==> config.mk <==
export PLATFORM = sky130hd
export DESIGN_NAME = bcd_conv_sched
export DESIGN_NICKNAME = d
export VERILOG_FILES = /design/src/rtl/bcd_conv_sched.sv
export SDC_FILE = /design/constraint.sdc
export NUM_CORES = 1
export LEC_CHECK = 0
export ABC_AREA = 1
export CORE_ASPECT_RATIO = 1.5
export CORE_UTILIZATION = 49
export DETAILED_ROUTE_END_ITERATION = 6
export GPL_ROUTABILITY_DRIVEN = 0
export HOLD_SLACK_MARGIN = 0.15
export PLACE_DENSITY = 0.84
export SYNTH_ARGS = -nofsm -noshare
export SYNTH_HDL_FRONTEND = slang
export SYNTH_SLANG_ARGS = --single-unit
==> constraint.sdc <==
create_clock -name clk -period 5.97 [get_ports clk]
set_input_delay 0.8955 -clock clk [delete_from_list [all_inputs] [get_ports clk]]
set_output_delay 0.8955 -clock clk [all_outputs]
set_load 0.005 [all_outputs]
==> src/rtl/bcd_conv_sched.sv <==
// rtl/bcd_conv_sched.sv - round-robin time-share of one bin2bcd converter over sec/min/hour fields
module bcd_conv_sched #(
    parameter int          SEC_MAX  = 59,
    parameter int          MIN_MAX  = 59,
    parameter int          HOUR_MAX = 23,
    parameter logic [3:0]  BLANK    = 4'hF
) (
    input  logic       clk,
    input  logic       rst,
    input  logic [5:0] sec_bin,
    input  logic [5:0] min_bin,
    input  logic [4:0] hour_bin,
    input  logic [2:0] req,
    input  logic       refresh_all,
    output logic [5:0] conv_bin,
    input  logic [3:0] conv_units,
    input  logic [3:0] conv_tens,
    output logic [3:0] sec_u,
    output logic [3:0] sec_t,
    output logic [3:0] min_u,
    output logic [3:0] min_t,
    output logic [3:0] hr_u,
    output logic [3:0] hr_t,
    output logic [2:0] done,
    output logic       busy,
    output logic       range_err
);

    localparam logic IDLE = 1'b0;
    localparam logic CONV = 1'b1;

    localparam logic [5:0] SEC_LIM  = 6'(SEC_MAX);
    localparam logic [5:0] MIN_LIM  = 6'(MIN_MAX);
    localparam logic [5:0] HOUR_LIM = 6'(HOUR_MAX);

    logic       state_q, state_d;
    logic [2:0] pending_q, pending_d;
    logic [1:0] ptr_q;
    logic [1:0] gnt_q;
    logic       oor_q;
    logic [5:0] conv_bin_q;
    logic [3:0] sec_u_q, sec_t_q, min_u_q, min_t_q, hr_u_q, hr_t_q;
    logic [2:0] done_q;
    logic       range_err_q;

    logic [1:0] cand1, cand2, cand3;
    logic       win_valid;
    logic [1:0] win;
    logic [5:0] sel_val;
    logic       sel_oor;
    logic [2:0] clr_mask;

    // Channel index (p + k) mod 3, for p in 0..2 and k in 1..3.
    function automatic logic [1:0] rr_idx(input logic [1:0] p, input logic [1:0] k);
        logic [2:0] s;
        s = {1'b0, p} + {1'b0, k};
        if (s >= 3'd3) begin
            s = s - 3'd3;
        end
        return s[1:0];
    endfunction

    // Round-robin search starting just after the last issued channel.
    always_comb begin
        cand1     = rr_idx(ptr_q, 2'd1);
        cand2     = rr_idx(ptr_q, 2'd2);
        cand3     = rr_idx(ptr_q, 2'd3);
        win_valid = 1'b1;
        win       = cand1;
        if (pending_q[cand1]) begin
            win = cand1;
        end else if (pending_q[cand2]) begin
            win = cand2;
        end else if (pending_q[cand3]) begin
            win = cand3;
        end else begin
            win_valid = 1'b0;
        end
    end

    // Operand mux and range check for the winning channel.
    always_comb begin
        sel_val = 6'd0;
        sel_oor = 1'b0;
        case (win)
            2'd0: begin
                sel_val = sec_bin;
                sel_oor = sec_bin > SEC_LIM;
            end
            2'd1: begin
                sel_val = min_bin;
                sel_oor = min_bin > MIN_LIM;
            end
            2'd2: begin
                sel_val = {1'b0, hour_bin};
                sel_oor = {1'b0, hour_bin} > HOUR_LIM;
            end
            default: begin
                sel_val = 6'd0;
                sel_oor = 1'b0;
            end
        endcase
    end

    // Pending update: issue clears the winner, but a same-edge request re-sets it.
    always_comb begin
        clr_mask  = win_valid ? (3'b001 << win) : 3'b000;
        pending_d = (pending_q & ~clr_mask) | req | {3{refresh_all}};
    end

    // Next state: keep converting back-to-back while anything is pending.
    always_comb begin
        state_d = state_q;
        case (state_q)
            IDLE:    state_d = win_valid ? CONV : IDLE;
            CONV:    state_d = win_valid ? CONV : IDLE;
            default: state_d = IDLE;
        endcase
    end

    // FSM, pending flags and issue registers (operand, grant, out-of-range tag).
    always_ff @(posedge clk or posedge rst) begin
        if (rst) begin
            state_q    <= IDLE;
            pending_q  <= 3'b000;
            ptr_q      <= 2'd2;
            gnt_q      <= 2'd0;
            oor_q      <= 1'b0;
            conv_bin_q <= 6'd0;
        end else begin
            state_q   <= state_d;
            pending_q <= pending_d;
            if (win_valid) begin
                ptr_q      <= win;
                gnt_q      <= win;
                oor_q      <= sel_oor;
                conv_bin_q <= sel_val;
            end
        end
    end

    // Capture converter result (or blank) into the granted channel's digits.
    always_ff @(posedge clk or posedge rst) begin
        if (rst) begin
            sec_u_q     <= 4'd0;
            sec_t_q     <= 4'd0;
            min_u_q     <= 4'd0;
            min_t_q     <= 4'd0;
            hr_u_q      <= 4'd0;
            hr_t_q      <= 4'd0;
            range_err_q <= 1'b0;
        end else if (state_q == CONV) begin
            if (oor_q) begin
                range_err_q <= 1'b1;
            end
            case (gnt_q)
                2'd0: begin
                    sec_u_q <= oor_q ? BLANK : conv_units;
                    sec_t_q <= oor_q ? BLANK : conv_tens;
                end
                2'd1: begin
                    min_u_q <= oor_q ? BLANK : conv_units;
                    min_t_q <= oor_q ? BLANK : conv_tens;
                end
                2'd2: begin
                    hr_u_q <= oor_q ? BLANK : conv_units;
                    hr_t_q <= oor_q ? BLANK : conv_tens;
                end
                default: begin
                end
            endcase
        end
    end

    // One-cycle done pulse for the channel captured on this edge.
    always_ff @(posedge clk or posedge rst) begin
        if (rst) begin
            done_q <= 3'b000;
        end else begin
            done_q <= (state_q == CONV) ? (3'b001 << gnt_q) : 3'b000;
        end
    end

    assign conv_bin  = conv_bin_q;
    assign sec_u     = sec_u_q;
    assign sec_t     = sec_t_q;
    assign min_u     = min_u_q;
    assign min_t     = min_t_q;
    assign hr_u      = hr_u_q;
    assign hr_t      = hr_t_q;
    assign done      = done_q;
    assign busy      = (state_q == CONV);
    assign range_err = range_err_q;

endmodule
* Word-level counts from Yosys, hierarchy flattened
Cells that the tools add are included.
** Word-level totals
- Flip-flop bits (word level) :: 43
- Input bits :: 31
- Output and inout port bits :: 35
** Cells by class
- Add/sub/neg operators :: 6
- Order comparisons :: 9
- Eq/ne operators :: 4
- Shift-type cells :: 2
- Multiplexer cells :: 22
- Bitwise gates (word level) :: 4
- Reduce and logical (&&, ||, !) cells :: 6
** Operators by type and width (number)
- $pmux 6 s3 :: 1
- $gt 6x6->1 const B :: 2
- $mux 2 :: 6
- $ge 3x2->1 const B :: 3
- $lt 2x3->1 const B :: 3
- $mux 4 :: 2
- $reduce_and 2->1 :: 4
- $mux 1 :: 7
- $add 2x2->3 const B :: 2
- $bmux 1 s2 :: 3
- $mux 3 :: 2
- $or 3x3->3 :: 2
- $shl 1x2->3 const A :: 2
- $sub 2x2->2 const B :: 3
- $gt 5x5->1 const B :: 1
- $eq 2x1->1 const B :: 2
- $eq 2x2->1 const B :: 2
- $logic_not 2->1 :: 2
- $add 2x1->3 const B :: 1
- $and 3x3->3 :: 1
- $not 3->3 :: 1
- $pmux 1 s3 :: 1

* Logic depth before layout (Yosys ltp)
- Word-level depth :: 14
- Gate-level depth with buffers :: 15

* Worst setup path after synthesis
OpenSTA, ideal clock, no wires.
- Kind :: flip-flop to flip-flop
- From :: register ptr_q[1]
- To :: register pending_q[0]
- Setup time :: 0.121 ns
- Data arrival time :: 1.933 ns
- Data required time :: 5.849 ns
- Slack :: 3.916 ns
- Stages on the path, launching flop included :: 14
- Clock period less this slack :: 2.054 ns
- Path through :: dfstp_2 inv_1 ha_1 buf_6 nand2_1 nor2_4 a21oi_4 nor2_2 inv_1 nand2_4 nor2_4 nand2_1 a21oi_1 nand2_1
** On the way
- Longest elaborated chain between the ends :: 14
- Elaborated cells between the ends (all ways) :: 30
- Classes of those cells :: add/sub (6); order compare (3); shift (1); mux (16); bitwise (4)
** Ends and longest elaborated chain
- from (decl) :: line 38 : logic [1:0] ptr_q;
- from (signal assigned) :: line 134 : ptr_q <= win;
- $add 2x2->3 :: line 56 : s = {1'b0, p} + {1'b0, k};
- $ge 3x2->1 or $sub 2x2->2 (tied branches) :: line 57, 58
- $mux 2 :: line 57 : if (s >= 3'd3) begin
- $bmux 1 s2 :: line 74 : end else if (pending_q[cand3]) begin
- $mux 1 (implied by the code) :: line 74
- $mux 2 :: line 74
- $mux 2 :: line 72 : end else if (pending_q[cand2]) begin
- $mux 2 :: line 70 : if (pending_q[cand1]) begin
- $shl 1x2->3 :: line 107 : clr_mask = win_valid ? (3'b001 << win) : 3'b000;
- $mux 3 * :: line 107
- $not 3->3 * :: line 108 : pending_d = (pending_q & ~clr_mask) | req | {3{refresh_all}};
- $and 3x3->3 * :: line 108
- $or 3x3->3 * (2 in a row) :: line 108
- net pending_d[0] :: line 37 : logic [2:0] pending_q, pending_d;
- to (signal assigned) :: line 132 : pending_q <= pending_d;
- to (decl) :: line 37
Mark *: on every way through the listed nets, which the timed path passes. The rest lies on a longest branch. The select of a mux whose other input is x is not followed.
A chain may end at the register's enable or synchronous reset.

* Worst setup path after layout
- From :: register ptr_q[1]
- To :: register oor_q
** On the way
- Longest elaborated chain between the ends :: 10
- Elaborated cells between the ends (all ways) :: 28
- Classes of those cells :: add/sub (6); order compare (3); eq/ne (2); mux (16); reduce/logical (1)
** Ends and longest elaborated chain
- $add 2x2->3 :: line 56
- $ge 3x2->1 or $sub 2x2->2 (tied branches) :: line 57, 58
- $mux 2 :: line 57
- $bmux 1 s2 :: line 74
- $mux 1 (implied by the code) :: line 74
- $mux 2 :: line 74
- $mux 2 :: line 72
- $mux 2 :: line 70
- $eq 2x2->1, or another cell as far along :: line 85 : case (win)
- $pmux 1 s3 :: line 85
- to (signal assigned) :: line 136 : oor_q <= sel_oor;
- to (decl) :: line 40 : logic oor_q;
Parallel ways exist; a longest one is shown, timed or not. The select of a mux whose other input is x is not followed.

==> flow_summary.yaml <==
die:
  io_pins: 66
  die_x_um: 54.6
  rows: 28
  core_um2: 3960
  dieArea_um2: 4420
  start_util_pct: 51.5
  chipHeight_um: 81.0
place:
  dpl.hpwl_um: 3370
  port_buffers: 65
  dpl_cell_area_um2: 2740
sta:
  hold_viol: 0
  fin_setup_tns_ns: 0
  slew_violations: 0
  timing.fmax_ghz: 0.398
  rsz0062_at_grt: "false"
  fin_crit_sh_pct: 42.1
  skew_ns: 0.00647
  tightest_slew_ns: 0.799
  maxSlewHeadroom_pct: 46.5
  finalCriticalPeriod_ns: 2.51
  setup_violations: 0
synth:
  syn-cell-area_um2: 2040
  synth_area_per_cell_um2: 10.3
  synth_edf_count: 0
  ys_seq_area_share_pct: 51.7
  yosys_warnings: 0
  yosysUniqueCellTypes: 26
  post-synth-top-area-cell: "dfrtp_1"
  ys_top_cells_by_area: "dfrtp_1 50%, mux2_2 13%, nand2_1 7.7%"
  ys_async_sr_fraction_pct: 100
  synth_nets: 232
  synth-main-ff-cell: "dfrtp_1"
  synth_top_area_share_pct: 50.4
  ys_ff_latch: 42
  synth_cells: 198
setup_path:
  slowest_stage: "dfstp_2"
  end_kind: "register"
  r2r_slack_ns: 3.46
  cp_common_cell: "nand2_1"
  r2r-end: "oor_q"
  arrival_ns: 2.75
  crit_path_start_kind: "register"
  critPathRequiredTime_ns: 6.21
  crit_path_cell_trace: "inv_1, ha_1, nand2_1, nor2_4, a21oi_4, nand2_2, nor2_2, nor2_2, nand3_1, nand3_1, nand2_1, nand2_1"
  reg2reg_from: "ptr_q[1]"
  worstPathMaxFanout: 16
  r2r_cells: 12
  setup.worst_path.class: "reg2reg"
  slowest_delay_ns: 0.54
grt:
  grt_pass1_vias: 1559
  antenna_found_initial: 0
  grt_max_degree: 43
  grt_first_pass_wirelength_um: 6800
  grt_use_total_pct: 21.8
  grt_use_met2_pct: 37.1
  grt_use_met3_pct: 6.93
  gr-total-overflow: 0
  grtUsageMet1_pct: 23.0
  grt_most_used_layer: "met2"
layout:
  seq_area_um2: 1050
  n_antenna_cell: 0
  multi_input_area_um2: 906
  drive_above_1_share_pct: 24.4
  layout_commonest_cell: "clkdlybuf4s50_1"
  layout_common_cells: "65 x clkdlybuf4s50_1, 42 x nand2_1, 41 x dfrtp_1"
  nFillCells: 313
  post-route-util_pct: 71.5
  post-route-cell-area_um2: 2830
  final_nets: 303
  area_growth_pct: 38.9
routing:
  avgViaCountPerCell: 5.32
  num_vias: 1675
  first_pass_iters: 4
  drc: 0
  drtIter0Drc: 32
  routedWlPerCell_um: 14.1
  wl_um: 4440
  ant_nets: 0
min_path:
  hold_start: "range_err"
  hold_path.class: "reg2reg"
  min_path_cells: 1
  worstHoldEndpoint: "range_err"
clock_tree:
  clk_latency_ns: 0.30
  clock_path_buffers: 2
  cts_made_buffers: 5
  cts_resized: 0
  htree_levels: 2
  tritoncts: "done"
  hold_buffers: 0
  post_cts_buffers: 0
  root_buffer: "clkbuf_8"
  cts_sinks: 42
  clkTransAtPathRegs_ns: 0.08
pwr:
  peakVddDrop_uv: 513
  leakage_nw: 1.27
  power_density_nw_per_um2: 652
  p_total_w: 0.00185
run:
  max-cap-violations: 0
status:
  status: "finished clean"
[cells in the mapped netlist (2+ instances only)]
| library cell | number |
|---|---|
| nand2_1 | 42 |
| dfrtp_1 | 41 |
| nand3_1 | 30 |
| mux2_2 | 24 |
| inv_1 | 13 |
| or2_2 | 8 |
| nand2_2 | 5 |
| ha_1 | 3 |
| nor2_1 | 3 |
| nor2_2 | 3 |
| nor3_2 | 3 |
| o21ai_0 | 3 |
| a21oi_1 | 2 |
| a21oi_2 | 2 |
| inv_2 | 2 |
| nand2_4 | 2 |
| nand3_2 | 2 |
| nor2_4 | 2 |
[registers in the layout (all words and copies together), names as in the netlist, 3 cells and up]
register / cells
hr_u: 4
pending_q: 3
min_u: 4
done: 3
min_t: 4
sec_t: 4
hr_t: 4
sec_u: 4
conv_bin: 6
[worst max-delay path by stage]
| stage | start | end | slack (ns) | cells past startpoint |
|---|---|---|---|---|
| final | ptr_q[1] | oor_q | 3.46 | 12 |
| after global routing | ptr_q[0] | conv_bin[1] | 3.27 | 12 |
| after CTS | ptr_q[0] | conv_bin[1] | 3.49 | 12 |
| after detailed placement | ptr_q[0] | conv_bin[1] | 3.51 | 12 |
| after global placement | ptr_q[1] | conv_bin[0] | 3.61 | 12 |
| after floorplan | ptr_q[1] | pending_q[0] | 3.92 | 13 |
[final cells by class]
cell class | count | share of cell area (%)
clock buffer | 6 | 2.92
inverter | 16 | 2.21
tap | 45 | 1.99
timing repair buffer | 66 | 23.3
clock inverter | 2 | 0.442
multi-input combinational | 138 | 32.0
sequential | 42 | 37.2
[worst max-delay path: cells and delay by family, from the launching register on]
kind	cells	cell delay, ns
AO/OA/AOI/OAI	1	0.08
flip-flops	1	0.54
buffers and inverters	1	0.07
adder cells (fa/ha/maj)	1	0.48
AND/OR/NAND/NOR	9	1.28
[cells by family after synthesis]
kind of cell | after synthesis | share of synthesized area [%]
mux | 24 | 13.3
fa+ha+maj | 3 | 1.84
flops | 42 | 51.7
compound gates | 11 | 4.12
simple gates | 100 | 25.2
buf+inv | 18 | 3.87
[where the power goes]
part | internal [W] | switching (W) | total (W)
Clock | 0.0000928 | 0.0000971 | 0.000190
Combinational | 0.000539 | 0.000604 | 0.00114
Sequential | 0.000433 | 0.0000798 | 0.000513
[stage by stage]
stage	worst slack (ns)	cells	hold slack [ns]
after CTS	3.49	315	0.475
after detailed placement	3.51	307	0.457
after global placement	3.61	307	0.453
after global routing	3.27	315	0.489
after floorplan	3.92	198	0.451
final	3.46	315	0.477
[metal layers]
layer | wire length (um) | up-vias
met4 | 121 | 0
met2 | 2360 | 68
met1 | 1710 | 791
met5 | 0 | -
met3 | 250 | 13
li1 | - | 803
Power figures use the tool's default switching activity.
==> RTL change 1 (same settings) <==
Make the reset (`rst`) synchronous in 3 clocked blocks.
--- a/src/rtl/bcd_conv_sched.sv
+++ b/src/rtl/bcd_conv_sched.sv
@@ -121,3 +121,3 @@
     // FSM, pending flags and issue registers (operand, grant, out-of-range tag).
-    always_ff @(posedge clk or posedge rst) begin
+    always_ff @(posedge clk) begin
         if (rst) begin
@@ -142,3 +142,3 @@
     // Capture converter result (or blank) into the granted channel's digits.
-    always_ff @(posedge clk or posedge rst) begin
+    always_ff @(posedge clk) begin
         if (rst) begin
@@ -175,3 +175,3 @@
     // One-cycle done pulse for the channel captured on this edge.
-    always_ff @(posedge clk or posedge rst) begin
+    always_ff @(posedge clk) begin
         if (rst) begin
Check against the original RTL: differs if rst is asserted again (counterexample within 4 cycles, from zero or initial values and one cycle with rst high); with rst held inactive, the same outputs for 10 cycles.
==> RTL change 1 against the original RTL <==
Sequential share of layout area decreased by 6.4 points; register-to-register slack better by 0.08 ns; non-clock buffer count is 1 lower; power shrank 25%; largest cell class is now multi-input combinational cells; critical path depth decreased by 8; first-iteration DRC count grew 110%; clock skew increased by 0.0021 ns; setup slack gained 0.038 ns; final area decreased by 3.4%; wire length grew 6.7%; largest power group unchanged; highest routed layer unchanged; count of clock-buffer cells in the layout decreased by 1; sequential cell count did not move; area after synthesis shrank 3.2%.
==> RTL change 1: results (changes against the original RTL) <==
[synthesis]
syn_area_per_cell_um2 = 7.498  ; -27%
synth_adder_area_share_pct = 1.904  ; +0.061 points
postSynth.asyncResetShare_pct = 0  ; -100 points
synth.net_count = 297  ; +28%
ys_seq_area_share_pct = 42.64  ; -9.0 points
synthFlopType = dfxtp_1
synthMuxAreaShare_pct = 0  ; -13 points
synth.top_cells.by_count = dfxtp_1, nor2_1, nand2_1
post_synth_num_cell_types = 29  ; +12%
synth-compound-area-share_pct = 16.62  ; +13 points
cell_types_with_the_largest_area_share_after_synthesis = dfxtp_1, nor2_1, nand2_1, nand3_1, o21ai_0
yosys.area_share.xor_xnor_pct = 0  ; unchanged

[worst_setup_path]
worst_r2r_path_depth = 11  ; -1
worstPathMaxFanout = 26  ; +10
reg2reg_setup_slack_ns = 3.54  ; +0.08 ns
reg2reg_to = pending_q[1]
critical_path.reg2reg.startpoint = ptr_q[0]

[min_path]
hold_path.class = reg2reg
whs_path_depth = 2  ; +1
worstHoldEndpoint = hr_t[3]
min-delay-start = hr_t[3]

[power]
p_leak_uw = 0.001155  ; -8.9%
vdd.ir_drop.worst_mv = 0.5465  ; +6.6%
power_report.internal_total_uw = 808.8  ; -24%

[place]
placed_cell_area_um2 = 2596  ; -5.1%
detailedPlacementHpwl_mm = 3.630  ; +7.6%
dp_slack_ns = 3.193  ; -0.3165 ns

[clock_network]
cts_inserted_buffers = 5  ; unchanged
clock_insertion_delay_worst_skew_ns = 0.30  ; about the same
max-clock-path-buffers = 2  ; unchanged
clock_tree.htree_level_count = 2  ; unchanged
clkTransAtPathRegs_ns = 0.08  ; about the same
postcts_resize_cnt = 0  ; unchanged
clk_root_buffer_cell = clkbuf_8

[finish]
final_net_count = 360  ; +19%
insertedDiodeCount = 0  ; unchanged
fin_cells = 370  ; +17%
fraction_of_layout_cells_with_a_size_suffix_above_1_pct = 11.31  ; -13 points
largest_register_ffs = 6  ; unchanged

[timing]
fin_hold_ws_ns = 0.4463  ; -0.03060 ns
slew_headroom_pct = 34.69  ; -12 points
setup_violations = 0  ; unchanged
skew_ns = 0.008522  ; +0.002054 ns

[grt]
combined_global_route_utilization_of_all_metal_layers_pct = 24.12  ; +2.3 points
via_count_of_the_first_global_routing_pass = 1755  ; +13%
grt_start_max_net_pins = 27  ; -37%
grt_pass1_wl_mm = 7.562  ; +11%
grt_overflow_total = 0  ; unchanged

[route]
drt_iter0_markers = 68  ; +110%
first_pass_iters = 6  ; +2
routed_via_density = 5.305  ; -0.23%
route.detailed.wl_per_inst_um = 12.81  ; -9.2%

[status]
status = finished clean

## RTL change 1: changes by cell type in the layout (fill, tap and decap cells not counted), moves of 4 or more
cell and delta:
o21ai_0 +22, nand4_1 +7, a21oi_2 +4, nand2_1 -6, nand3_1 -4, mux2_2 -24, a21oi_1 +12, inv_1 +8
dfrtp_1 -41, nor2_1 +39, dfxtp_1 +42
## RTL change 1: critical path, cell delays in order
cell	delay (ns)
clkdlybuf4s50_1	0.94
inv_1	0.52
o21ai_0	0.21
a21oi_1	0.06
## RTL change 1: layout make-up
| cell class | count | area [um^2] |
|---|---|---|
| sequential | 42 | 840.8 |
| fill | 297 | 1016 |
| timing repair buffer | 65 | 650.6 |
| inverter | 26 | 97.59 |
| clock buffer | 5 | 68.82 |
| clock inverter | 3 | 68.82 |
| tap | 43 | 53.80 |
| multi-input combinational | 186 | 953.4 |
## RTL change 1: cells by family after synthesis
kind of cell    Yosys count
compound gates           55
simple gates            128
flops                    42
buf+inv                  35
fa+ha+maj                 3
## RTL change 1: power by group through the flow
stage | logic [uW] | registers, uW | clock network (uW)
floorplan | 515 | 402 | 0
global placement | 690 | 407 | 0
detailed placement | 710 | 407 | 0
CTS | 714 | 402 | 270
global route | 801 | 411 | 280
finish | 711 | 402 | 267
## RTL change 1: worst max-delay path by stage
stage	start	to	slack, ns	cells after the start
after detailed placement	rst	min_t[0]	3.19	4
after CTS	rst	min_t[0]	3.51	4
after floorplan	ptr_q[0]	pending_q[0]	4.04	14
final	rst	min_t[0]	3.50	4
after global placement	rst	ptr_q[0]	3.27	4
after global routing	ptr_q[0]	pending_q[1]	3.25	11
## RTL change 1: routing by layer
metal,share of wire [%],GRT usage (%),vias up
met1,39,25.86,866
met4,3.1,13.16,0
li1,-,-,994
met2,52,42.47,90
met5,0,0,-
met3,6.0,4.000,13
==> RTL change 2 (same flow settings) <==
Made on the original files. Change the parameter `HOUR_MAX` from 23 to 16.
--- a/src/rtl/bcd_conv_sched.sv
+++ b/src/rtl/bcd_conv_sched.sv
@@ -4,3 +4,3 @@
     parameter int          MIN_MAX  = 59,
-    parameter int          HOUR_MAX = 23,
+    parameter int          HOUR_MAX = 16,
     parameter logic [3:0]  BLANK    = 4'hF
Check against the original RTL: not equivalent (a bounded check fails within 4 cycles, from zero or initial values and one cycle with rst high).
==> RTL change 2 against the original RTL <==
Synthesized cell count shrank 0.51%; area after synthesis is 1.4% lower; power down 3.5%; setup slack improved by 0.078 ns; wire length decreased by 6.1%; sequential cell count did not move; sequential power about the same; final area down 1.3%; largest cell class unchanged.
==> RTL change 2: results (changes against the original RTL) <==
[finish]
largest_register_ffs = 6  ; unchanged
final_net_count = 301  ; -0.66%
fraction_of_layout_cells_with_a_size_suffix_above_1_pct = 21.27  ; -3.2 points

[grt]
combined_global_route_utilization_of_all_metal_layers_pct = 21.01  ; -0.77 points
grt_pass1_wl_mm = 6.582  ; -3.2%

[route]
drt_iter0_markers = 30  ; -6.3%
routed_via_density = 5.304  ; -0.26%
first_pass_iters = 6  ; +2
wl_met2_mm = 2.270  ; -3.7%
routed_metal_1_wirelength_mm = 1.628  ; -5.0%
met3RoutedLength_um = 204  ; -18%
route.detailed.wl_per_inst_um = 13.33  ; -5.5%

[worst_setup_path]
timing.critical_path.arrival_ns = 2.61  ; -0.14 ns
worstPathMaxFanout = 15  ; -1

[min_path]
hold_path.class = reg2reg

[synthesis]
syn_inst_count = 197  ; -0.51%
synth.top_cells.by_count = nand2_1, dfrtp_1, nand3_1
ys_seq_area_share_pct = 52.37  ; +0.71 points
postSynth.asyncResetShare_pct = 100.0  ; unchanged
yosys.area_share.xor_xnor_pct = 0  ; unchanged
synth.net_count = 231  ; -0.43%
synth-compound-area-share_pct = 4.483  ; +0.37 points
post_synth_num_cell_types = 27  ; +3.8%
synthMuxAreaShare_pct = 13.45  ; +0.18 points
cell_types_with_the_largest_area_share_after_synthesis = dfrtp_1, mux2_2, nand2_1, nand3_1, nand4_1
synth_adder_area_share_pct = 1.868  ; +0.025 points

[clock_network]
clock_tree.htree_level_count = 2  ; unchanged

[timing]
worst_slew_pin_slew_ns = 0.7559  ; -0.04280 ns

[power]
vdd.ir_drop.worst_mv = 0.4831  ; -5.8%
p_leak_uw = 0.001227  ; -3.2%

[status]
status = finished clean

[place]
detailedPlacementHpwl_mm = 3.248  ; -3.7%
port_buffers = 65  ; unchanged

-- RTL change 2: power by group --
| part | switching (uW) | leakage, uW | total, uW | internal [uW] |
|---|---|---|---|---|
| combinational | 568 | 0.000705 | 1080 | 516 |
| clock | 98.9 | 0.0000408 | 182 | 83.5 |
| sequential | 82.0 | 0.000482 | 515 | 433 |
-- RTL change 2: kinds of logic (layout without fill, tap and decap cells) --
group                      after synthesis  in the layout
adders and majority gates                3              3
and+or+nand+nor                         98             98
muxes                                   24             24
AOI/OAI and AO/OA                       12             12
buffers and inverters                   18             89
DFF                                     42             42
-- RTL change 2: cell type report --
cell class / instances / area, um^2
multi-input cells: 137 / 877.1
clock inverters: 3 / 23.77
repair buffers: 66 / 658.1
fillers: 304 / 1131
clock buffers: 5 / 68.82
well taps: 45 / 56.30
inverters: 15 / 56.30
flip-flops and latches: 42 / 1052
-- RTL change 2: path summary, 6_finish.rpt --
path / startpoint / cells after the start / slack (ns) / to
max reg2reg: ptr_q[0] / 9 / 3.54 / pending_q[0]
max in group asynchronous: rst / 3 / 4.57 / ptr_q[1]
min: range_err / 1 / 0.48 / range_err
max: ptr_q[0] / 9 / 3.54 / pending_q[0]
min reg2reg: range_err / 1 / 0.48 / range_err
min in group asynchronous: rst / 3 / 1.03 / hr_t[0]
-- RTL change 2: metrics by stage --
stage	power [uW]	util, %	setup slack, ns	std cells	area (um^2)
final	1781	71.17	3.536	313	2793
after global routing	1943	71.17	3.289	313	2793
after CTS	1791	71.17	3.538	313	2793
after detailed placement	1607	68.81	3.552	305	2700
after global placement	1581	68.81	3.636	305	2700
after floorplan	1233	-	3.946	197	2009
-- RTL change 2: critical path, stage by stage (launching register included) --
cell	delay (ns)
dfrtp_1	0.48
inv_2	0.12
ha_1	0.48
nand2_1	0.10
nor2_2	0.20
a21oi_4	0.09
nand2_1	0.36
inv_2	0.15
o31ai_1	0.25
nand2_1	0.08
-- RTL change 2: per-layer routing --
layer	vias up	global-route usage, %
met2	63	37.93
met3	9	4.735
li1	811	-
met5	-	0
met4	0	8.462
met1	777	22.26
